**src/rtl/cla_nibble_serial_adder.sv**
```systemverilog
// cla_nibble_serial_adder
//
// Adds two WIDTH-bit operands one nibble per clock through a single 4-bit
// carry-lookahead core. The ripple carry between nibbles is registered.
// Operands are accepted with a valid/ready handshake. The result is returned
// with a second valid/ready handshake.
//
// Optional feature: define SUB_MODE_EN to add the in_sub port, which selects
// subtraction (a - b = a + ~b + 1).
//
// Ports:
//   clk        rising-edge clock
//   rst_n      asynchronous active-low reset
//   in_valid   operands / carry-in valid
//   in_ready   operands accepted (high only when idle)
//   in_a       operand A
//   in_b       operand B
//   in_cin     carry-in to nibble 0
//   out_valid  result valid (high only when done)
//   out_ready  consumer accepts result
//   in_sub     (SUB_MODE_EN only) 1 = subtract in_b from in_a
//   out_sum    registered WIDTH-bit sum
//   out_cout   registered carry-out of the top nibble
//   busy       operation in progress or result pending
module cla_nibble_serial_adder #(
    parameter int unsigned WIDTH = 16
) (
    input  logic             clk,
    input  logic             rst_n,
    input  logic             in_valid,
    output logic             in_ready,
    input  logic [WIDTH-1:0] in_a,
    input  logic [WIDTH-1:0] in_b,
    input  logic             in_cin,
    output logic             out_valid,
    input  logic             out_ready,
`ifdef SUB_MODE_EN
    input  logic             in_sub,
`endif
    output logic [WIDTH-1:0] out_sum,
    output logic             out_cout,
    output logic             busy
);

    localparam int unsigned NIB = WIDTH / 4;
    localparam int unsigned IW  = (NIB > 1) ? $clog2(NIB) : 1;
    localparam logic [IW-1:0] LastIdx = IW'(NIB - 1);

    if ((WIDTH % 4) != 0 || WIDTH < 4) begin : g_bad_width
        $error("cla_nibble_serial_adder: WIDTH must be a multiple of 4 and >= 4");
    end

    typedef enum logic [1:0] {StIdle, StRun, StDone} state_e;

    state_e            state_q;
    logic [IW-1:0]     idx_q;
    logic              carry_q;
    logic [WIDTH-1:0]  a_q;
    logic [WIDTH-1:0]  b_q;

    logic              sub_sel;
    logic [3:0]        nib_a;
    logic [3:0]        nib_b;
    logic [4:0]        nib_res;

`ifdef SUB_MODE_EN
    assign sub_sel = in_sub;
`else
    assign sub_sel = 1'b0;
`endif

    // 4-bit carry-lookahead core: returns {carry_out, sum[3:0]}.
    function automatic logic [4:0] cla4(input logic [3:0] a, input logic [3:0] b,
                                        input logic ci);
        logic [3:0] g;
        logic [3:0] p;
        logic [4:0] c;
        g    = a & b;
        p    = a ^ b;
        c[0] = ci;
        c[1] = g[0] | (p[0] & ci);
        c[2] = g[1] | (p[1] & g[0]) | (p[1] & p[0] & ci);
        c[3] = g[2] | (p[2] & g[1]) | (p[2] & p[1] & g[0]) | (p[2] & p[1] & p[0] & ci);
        c[4] = g[3] | (p[3] & g[2]) | (p[3] & p[2] & g[1]) | (p[3] & p[2] & p[1] & g[0])
             | (p[3] & p[2] & p[1] & p[0] & ci);
        return {c[4], p ^ c[3:0]};
    endfunction

    always_comb begin
        nib_a   = a_q[{idx_q, 2'b00} +: 4];
        nib_b   = b_q[{idx_q, 2'b00} +: 4];
        nib_res = cla4(nib_a, nib_b, carry_q);
    end

    // Handshake flags are pure decodes of the state register.
    assign in_ready  = (state_q == StIdle);
    assign out_valid = (state_q == StDone);
    assign busy      = (state_q != StIdle);

    always_ff @(posedge clk or negedge rst_n) begin
        if (!rst_n) begin
            state_q  <= StIdle;
            idx_q    <= '0;
            carry_q  <= 1'b0;
            a_q      <= '0;
            b_q      <= '0;
            out_sum  <= '0;
            out_cout <= 1'b0;
        end else begin
            unique case (state_q)
                StIdle: begin
                    if (in_valid) begin
                        a_q     <= in_a;
                        b_q     <= sub_sel ? ~in_b : in_b;
                        carry_q <= sub_sel ? 1'b1 : in_cin;
                        idx_q   <= '0;
                        out_sum <= '0;
                        state_q <= StRun;
                    end
                end
                StRun: begin
                    out_sum[{idx_q, 2'b00} +: 4] <= nib_res[3:0];
                    carry_q                      <= nib_res[4];
                    if (idx_q == LastIdx) begin
                        // Park the index at 0 so it never exceeds NIB-1.
                        idx_q    <= '0;
                        out_cout <= nib_res[4];
                        state_q  <= StDone;
                    end else begin
                        idx_q <= idx_q + 1'b1;
                    end
                end
                StDone: begin
                    if (out_ready) begin
                        state_q <= StIdle;
                    end
                end
                default: state_q <= StIdle;
            endcase
        end
    end

endmodule

```
**config.mk**
```make
export PLATFORM = sky130hd
export DESIGN_NAME = cla_nibble_serial_adder
export DESIGN_NICKNAME = d
export VERILOG_FILES = /design/src/rtl/cla_nibble_serial_adder.sv
export SDC_FILE = /design/constraint.sdc
export NUM_CORES = 1
export LEC_CHECK = 0
export CORE_ASPECT_RATIO = 0.75
export CORE_UTILIZATION = 45
export DETAILED_ROUTE_END_ITERATION = 16
export PLACE_DENSITY = 0.76
export SKIP_CTS_REPAIR_TIMING = 1
export SLEW_MARGIN = 0
export SYNTH_ARGS = -nofsm -noshare
export SYNTH_HDL_FRONTEND = slang
export SYNTH_SLANG_ARGS = --single-unit
```
**constraint.sdc**
```tcl
create_clock -name clk -period 2.5 [get_ports clk]
set_input_delay 0.5 -clock clk [delete_from_list [all_inputs] [get_ports clk]]
set_output_delay 0.5 -clock clk [all_outputs]
set_load 0.02 [all_outputs]
```
Word level (Yosys, flattened, before mapping):

Cells that the tools add are included.

* bits in registers: 54
* input port bits: 37
* output and inout port bits: 20
* word-level logic and storage cells: 67

* add/sub/neg operators: 2
* equality and inequality tests: 6
* shift-type cells: 4
* multiplexer cells: 12
* bitwise gates (word level): 29
* reduce and logical (&&, ||, !) cells: 7

Operator list (number)
* $pmux W16 S2: 1
* $shiftx A16 B5 Y4: 2
* $and A1 B1 Y1: 16
* $bwmux W16: 1
* $mux W16: 1
* $shift A4 B6 Y16 const A: 1
* $shiftx A4 B6 Y16: 1
* $mux W2: 5
* $or A1 B1 Y1: 10
* $xor A4 B4 Y4: 2
* $neg A4 Y6: 1
* $pmux W2 S3: 1
* $reduce_and A2 Y1: 3
* $and A4 B4 Y4: 1
* $eq A2 B2 Y1 const B: 2
* $ne A2 B2 Y1 const B: 2
* $pmux W2 S2: 1
* $reduce_bool A2 Y1: 2
* $reduce_and A3 Y1: 1
* $add A2 B1 Y2 const B: 1
* $eq A2 B1 Y1 const B: 1
* $logic_not A2 Y1: 1
* $ne A2 B1 Y1 const B: 1
* $pmux W1 S2: 1
* $mux W1: 1

Longest topological paths before layout:

* word-level depth: 10
* mapped depth: 7
* gate-level depth less buffers: 6

Worst setup path before layout:

No wires, ideal clock.

* path kind: register -> register
* from: register idx_q[0]
* to: register out_sum[10]
* setup time: 121 ps
* arrival: 2255 ps
* data required time: 2379 ps
* slack: 124 ps
* cell stages (with the launch flop): 8
* path buffers: 1
* clock period less this slack: 2376 ps
* cells stage by stage: dfrtp_1 -> buf_2 -> mux4_2 -> ha_1 -> a21o_1 -> a21oi_1 -> xnor2_1 -> a22o_1

* cells in the longest elaborated chain, start to end: 10
* elaborated cells on any way between the ends: 25
* classes of those cells: add/sub (1); shift (4); mux (2); bitwise (18)

Ends and longest elaborated chain
* start: declaration: RTL line 56 `logic [IW-1:0] idx_q;`
* start signal: assignment: RTL line 130 `idx_q <= idx_q + 1'b1;`
* $shiftx A16 B5 Y4 (on tied branches): RTL line 90, 91
* $xor A4 B4 Y4 / $and A4 B4 Y4 (equally long branches): RTL line 79, 78
* $and A1 B1 Y1: RTL line 83 `c[3] = g[2] | (p[2] & g[1]) | (p[2] & p[1] & g[0]) | (p[2] & p[1] & p[0] & ci);`
* $or A1 B1 Y1 / $and A1 B1 Y1 (equally long branches) (2 in a row): RTL line 83
* $or A1 B1 Y1: RTL line 83
* $xor A4 B4 Y4: RTL line 86 `return {c[4], p ^ c[3:0]};`
* $shiftx A4 B6 Y16: RTL line 122 `out_sum[{idx_q, 2'b00} +: 4] <= nib_res[3:0];`
* $bwmux W16 *: RTL line 122
* $pmux W16 S2 *: RTL line 110 `unique case (state_q)`
* end signal: indexed assignment: RTL line 122
* end: declaration: RTL line 40 `output logic [WIDTH-1:0] out_sum,`

Every way passes the cells marked *; elsewhere a longest branch is shown, timed or not.
A chain may end at the register's enable or synchronous reset.

Worst setup path after layout:

* from: register idx_q[0]
* to: register out_sum[11]

Same word-level chain as after synthesis.

==> flow_results.org <==
** Critical path
- The worst setup path is launched from a flop.
- Largest fanout of any net on the critical path :: 10
- Setup slack of the worst register-to-register path :: about 0.19 ns
- Critical path capture point type :: flop
- For the worst setup path, the data required time is around 2.7 ns.
- In this run the critical register-to-register path is launched from idx_q[0].
- Critical path start-end classification :: reg2reg
- Broken down by cell family, the worst path's largest delay share belongs to compound AO/OA/AOI/OAI gates.
- On the worst path, the slowest cell contributes a delay of 0.57 ns.
- The signal on the critical path passes through buf_4 -> mux4_2 -> ha_1 -> a211oi_1 -> o21ai_0 -> a32o_1.
- Data arrives at the worst endpoint at roughly 2.6 ns.
- Together, buffers and inverters on the worst path number 1.
- Cell depth of the worst flop-to-flop path :: 6
- End of the worst register-to-register path :: out_sum[11]
- On the critical path, the stage with the largest delay is an instance of sky130_fd_sc_hd__mux4_2.

** CTS
- Clock tree from TritonCTS :: done
- TritonCTS buffer count :: 5
- Insertion delay to the later sink of the worst-skew pair :: around 0.30 ns
- Number of H-tree levels :: 2
- Largest buffer count on any clock path :: 2
- The cell sitting at the root of the clock tree is a sky130_fd_sc_hd__clkbuf_8.
- Clock tree synthesis found a total of 54 sinks.
- Clock input transition at the sequential cells of the worst setup and hold paths :: 0.09 ns

** Synthesis
- Post-Synthesis Net Count :: between 200 and 250
- Yosys warnings :: 0
- After synthesis, flip-flops and latches occupy 51.67% of the total area.
- Summing every instance area after synthesis gives between 2000 and 3000 um2.
- Synthesis inferred 54 register bits.
- Post-Synthesis Cells :: 180
- Yosys mapped the design onto 37 distinct sky130hd cell types.
- Mean area per synthesized cell :: approximately 15 um2

** Global route
- The via count of the first global-routing pass is 1777.
- Global-route wire length before repair :: between 8000 and 9000 um
- Initial antenna violation count :: 0
- Largest net degree at the start of global routing :: 33
- After global routing the overflow that remains totals 0.
- Overall routing resource usage :: 19.01%

** Route
- Detailed routing inserted a total of around 1700 vias.
- Summed over all layers, the routed wires come to 5033 um.
- Final routed DRC violation total :: 0
- Vias/cell :: 5.314
- Mean routed wirelength per cell :: 15.98 um
- The first routing iteration left between 70 and 80 violations.
- The first TritonRoute pass finished after 4 iterations.
- In this run the remaining antenna-violating nets after routing total 0.

** Hold path
- Type of the worst min-delay path :: in2async

** Cells and area
- Leaving out fill and tap cells, the most frequent cell in the layout is sky130_fd_sc_hd__clkdlybuf4s50_1.
- The number of antenna diodes in the final layout is 0.
- In the final layout, the share of cells above drive strength 1 is roughly a fifth.
- The net count of the finished layout is approximately 290.
- Leaving out fill and tap cells, the most frequent cells in the layout are 55 x sky130_fd_sc_hd__clkdlybuf4s50_1, 54 x sky130_fd_sc_hd__dfrtp_1, 20 x sky130_fd_sc_hd__mux2_4.
- Fill cell instance count of the final layout :: roughly 430
- Signed area change from the synthesized netlist to the final layout :: 29.33%

** Floorplanning
- Cell Rows :: 23
- Horizontal die dimension :: between 90 and 100 um
- between 50 and 60 I/O pins were placed.
- Once the floorplan was initialized, standard cells occupied a little under half of the core.
- After floorplanning, the core was sized to cover 5468 um2.
- Die Span Y :: 68.02 um
- The die covers slightly above 6000 um2.

** Run status
- The run finished with clean final reports.

** STA
- Based on the critical path, the design can be clocked at up to 0.4326 GHz.
- Part of the cycle the worst path needs :: between 90 and 100%
- RSZ-0062 raised after global routing :: no
- The final-report hold violation count was 0.
- Final period demand of the worst path :: ~2.3 ns
- The count of pins over their slew limit was 0.
- Setup skew after layout :: ~0.0085 ns
- Setup violations remaining at the end of the flow were counted as 0.
- Max_slew headroom :: 64.14%
- Measured slew at the worst slew-check pin :: 0.5322 ns
- Adding up every negative setup slack in the final design gives 0 ns.

** Placed design
- Port bufs :: 56
- Routability-driven placement finished with a final weighted congestion of 0.8267.
- Detailed placement HPWL :: approximately 3800 um

** Power and ir drop
- In this run the static leakage power is 1.495 nW.
- Max rail drop VDD :: around 730 uV
- Overall power consumption after layout is estimated at 0.004746 W.
- For this design the ratio of total power to cell area is between 1000 and 1500 nW/um2.

** Run
- The tool flagged a number of max-cap violations equal to 0.
[sequential cells by signal (all words and copies together), names as in the netlist]
signal    flops
a_q          16
b_q          16
out_sum      16
idx_q         2
state_q       2
carry_q       1
out_cout      1
[cells in the mapped netlist (all sizes together)]
cell    number  area (um2)
or2          1       6.260
o21ai        3       15.01
fa           1       20.02
a211oi       1       7.510
a22o        13       113.9
a32o         4       40.04
nor4b        1       15.01
mux4         8       180.2
and2         1       6.260
nand2        8       30.03
a21o         6       45.04
a21oi        6       30.03
xor2         1       8.760
nor4         1       12.51
a22oi        1       7.510
nand3        1       5.000
o21bai       1       7.510
ha           9       112.6
nand2b       4       25.02
o31ai        1       7.510
nor2b        1       6.260
nor2         3       11.26
inv          5       18.76
buf          6       51.30
nor3         1       5.000
and3         1       6.260
xnor2        1       8.760
dfrtp       54        1351
clkbuf       2       7.510
mux2        32       435.4
o221ai       1       8.760
and3b        1       8.760
[how the worst max path moves through the flow]
| stage | to | startpoint | depth (start not counted) |
|---|---|---|---|
| floorplan | out_sum[10] | idx_q[0] | 7 |
| global placement | out_sum[11] | idx_q[0] | 6 |
| detailed placement | out_sum[3] | idx_q[0] | 6 |
| CTS | out_sum[3] | idx_q[0] | 6 |
| global route | out_sum[7] | idx_q[1] | 5 |
| finish | out_sum[11] | idx_q[0] | 6 |
[cells by family after synthesis]
logic type	share of synthesized area (%)
multiplexers	23.54
buffers and inverters	2.966
AO/OA/AOI/OAI	10.81
XOR/XNOR	0.6700
adder cells (fa/ha/maj)	5.072
flip-flops	51.67
AND/OR/NAND/NOR	5.263
[metrics by stage]
stage / hold slack (ns) / utilization, % / setup slack (ns) / std cells / cell area, um2
6_report: 0.1641 / 61.85 / 0.1884 / 315 / 3382
5_1_grt: 0.1942 / 61.85 / 0.03017 / 315 / 3382
4_1_cts: 0.1723 / 61.85 / 0.1912 / 315 / 3382
3_5_place_dp: 0.4757 / 59.79 / 0.1907 / 308 / 3269
3_3_place_gp: 0.4665 / 59.79 / 0.2893 / 308 / 3269
2_1_floorplan: 0.2044 / - / 0.1237 / 180 / 2615
[layer usage]
metal  routed length (um)  global-route usage, %  vias to the layer above
li1                     -                      -                      787
met1                 2411                  25.09                      830
met2                 2356                  31.97                       53
met3                  223                  4.222                        4
met4                   42                  6.048                        0
met5                    0                      0                        -
[worst reg2reg max path: stages (launching register included)]
cell                       delay [ns]
sky130_fd_sc_hd__dfrtp_1         0.36
sky130_fd_sc_hd__buf_4           0.19
sky130_fd_sc_hd__mux4_2          0.57
sky130_fd_sc_hd__ha_1            0.35
sky130_fd_sc_hd__a211oi_1        0.07
sky130_fd_sc_hd__o21ai_0         0.46
sky130_fd_sc_hd__a32o_1          0.25
[where the power goes]
group	internal [W]	switching, W	total (W)
Combinational	0.00136	0.00126	0.00261
Sequential	0.00126	0.000284	0.00155
Clock	0.000321	0.000268	0.000589
[layout make-up]
type / instances / area [um2] / area share (%)
well taps: 75 / 93.84 / 2.775
repair buffers: 61 / 618.1 / 18.28
multi-input cells: 113 / 1187 / 35.11
clock inverters: 1 / 30.03 / 0.8879
inverters: 5 / 18.77 / 0.5549
flip-flops and latches: 54 / 1351 / 39.96
clock buffers: 6 / 82.58 / 2.442
(Power assumes the default switching activity.)
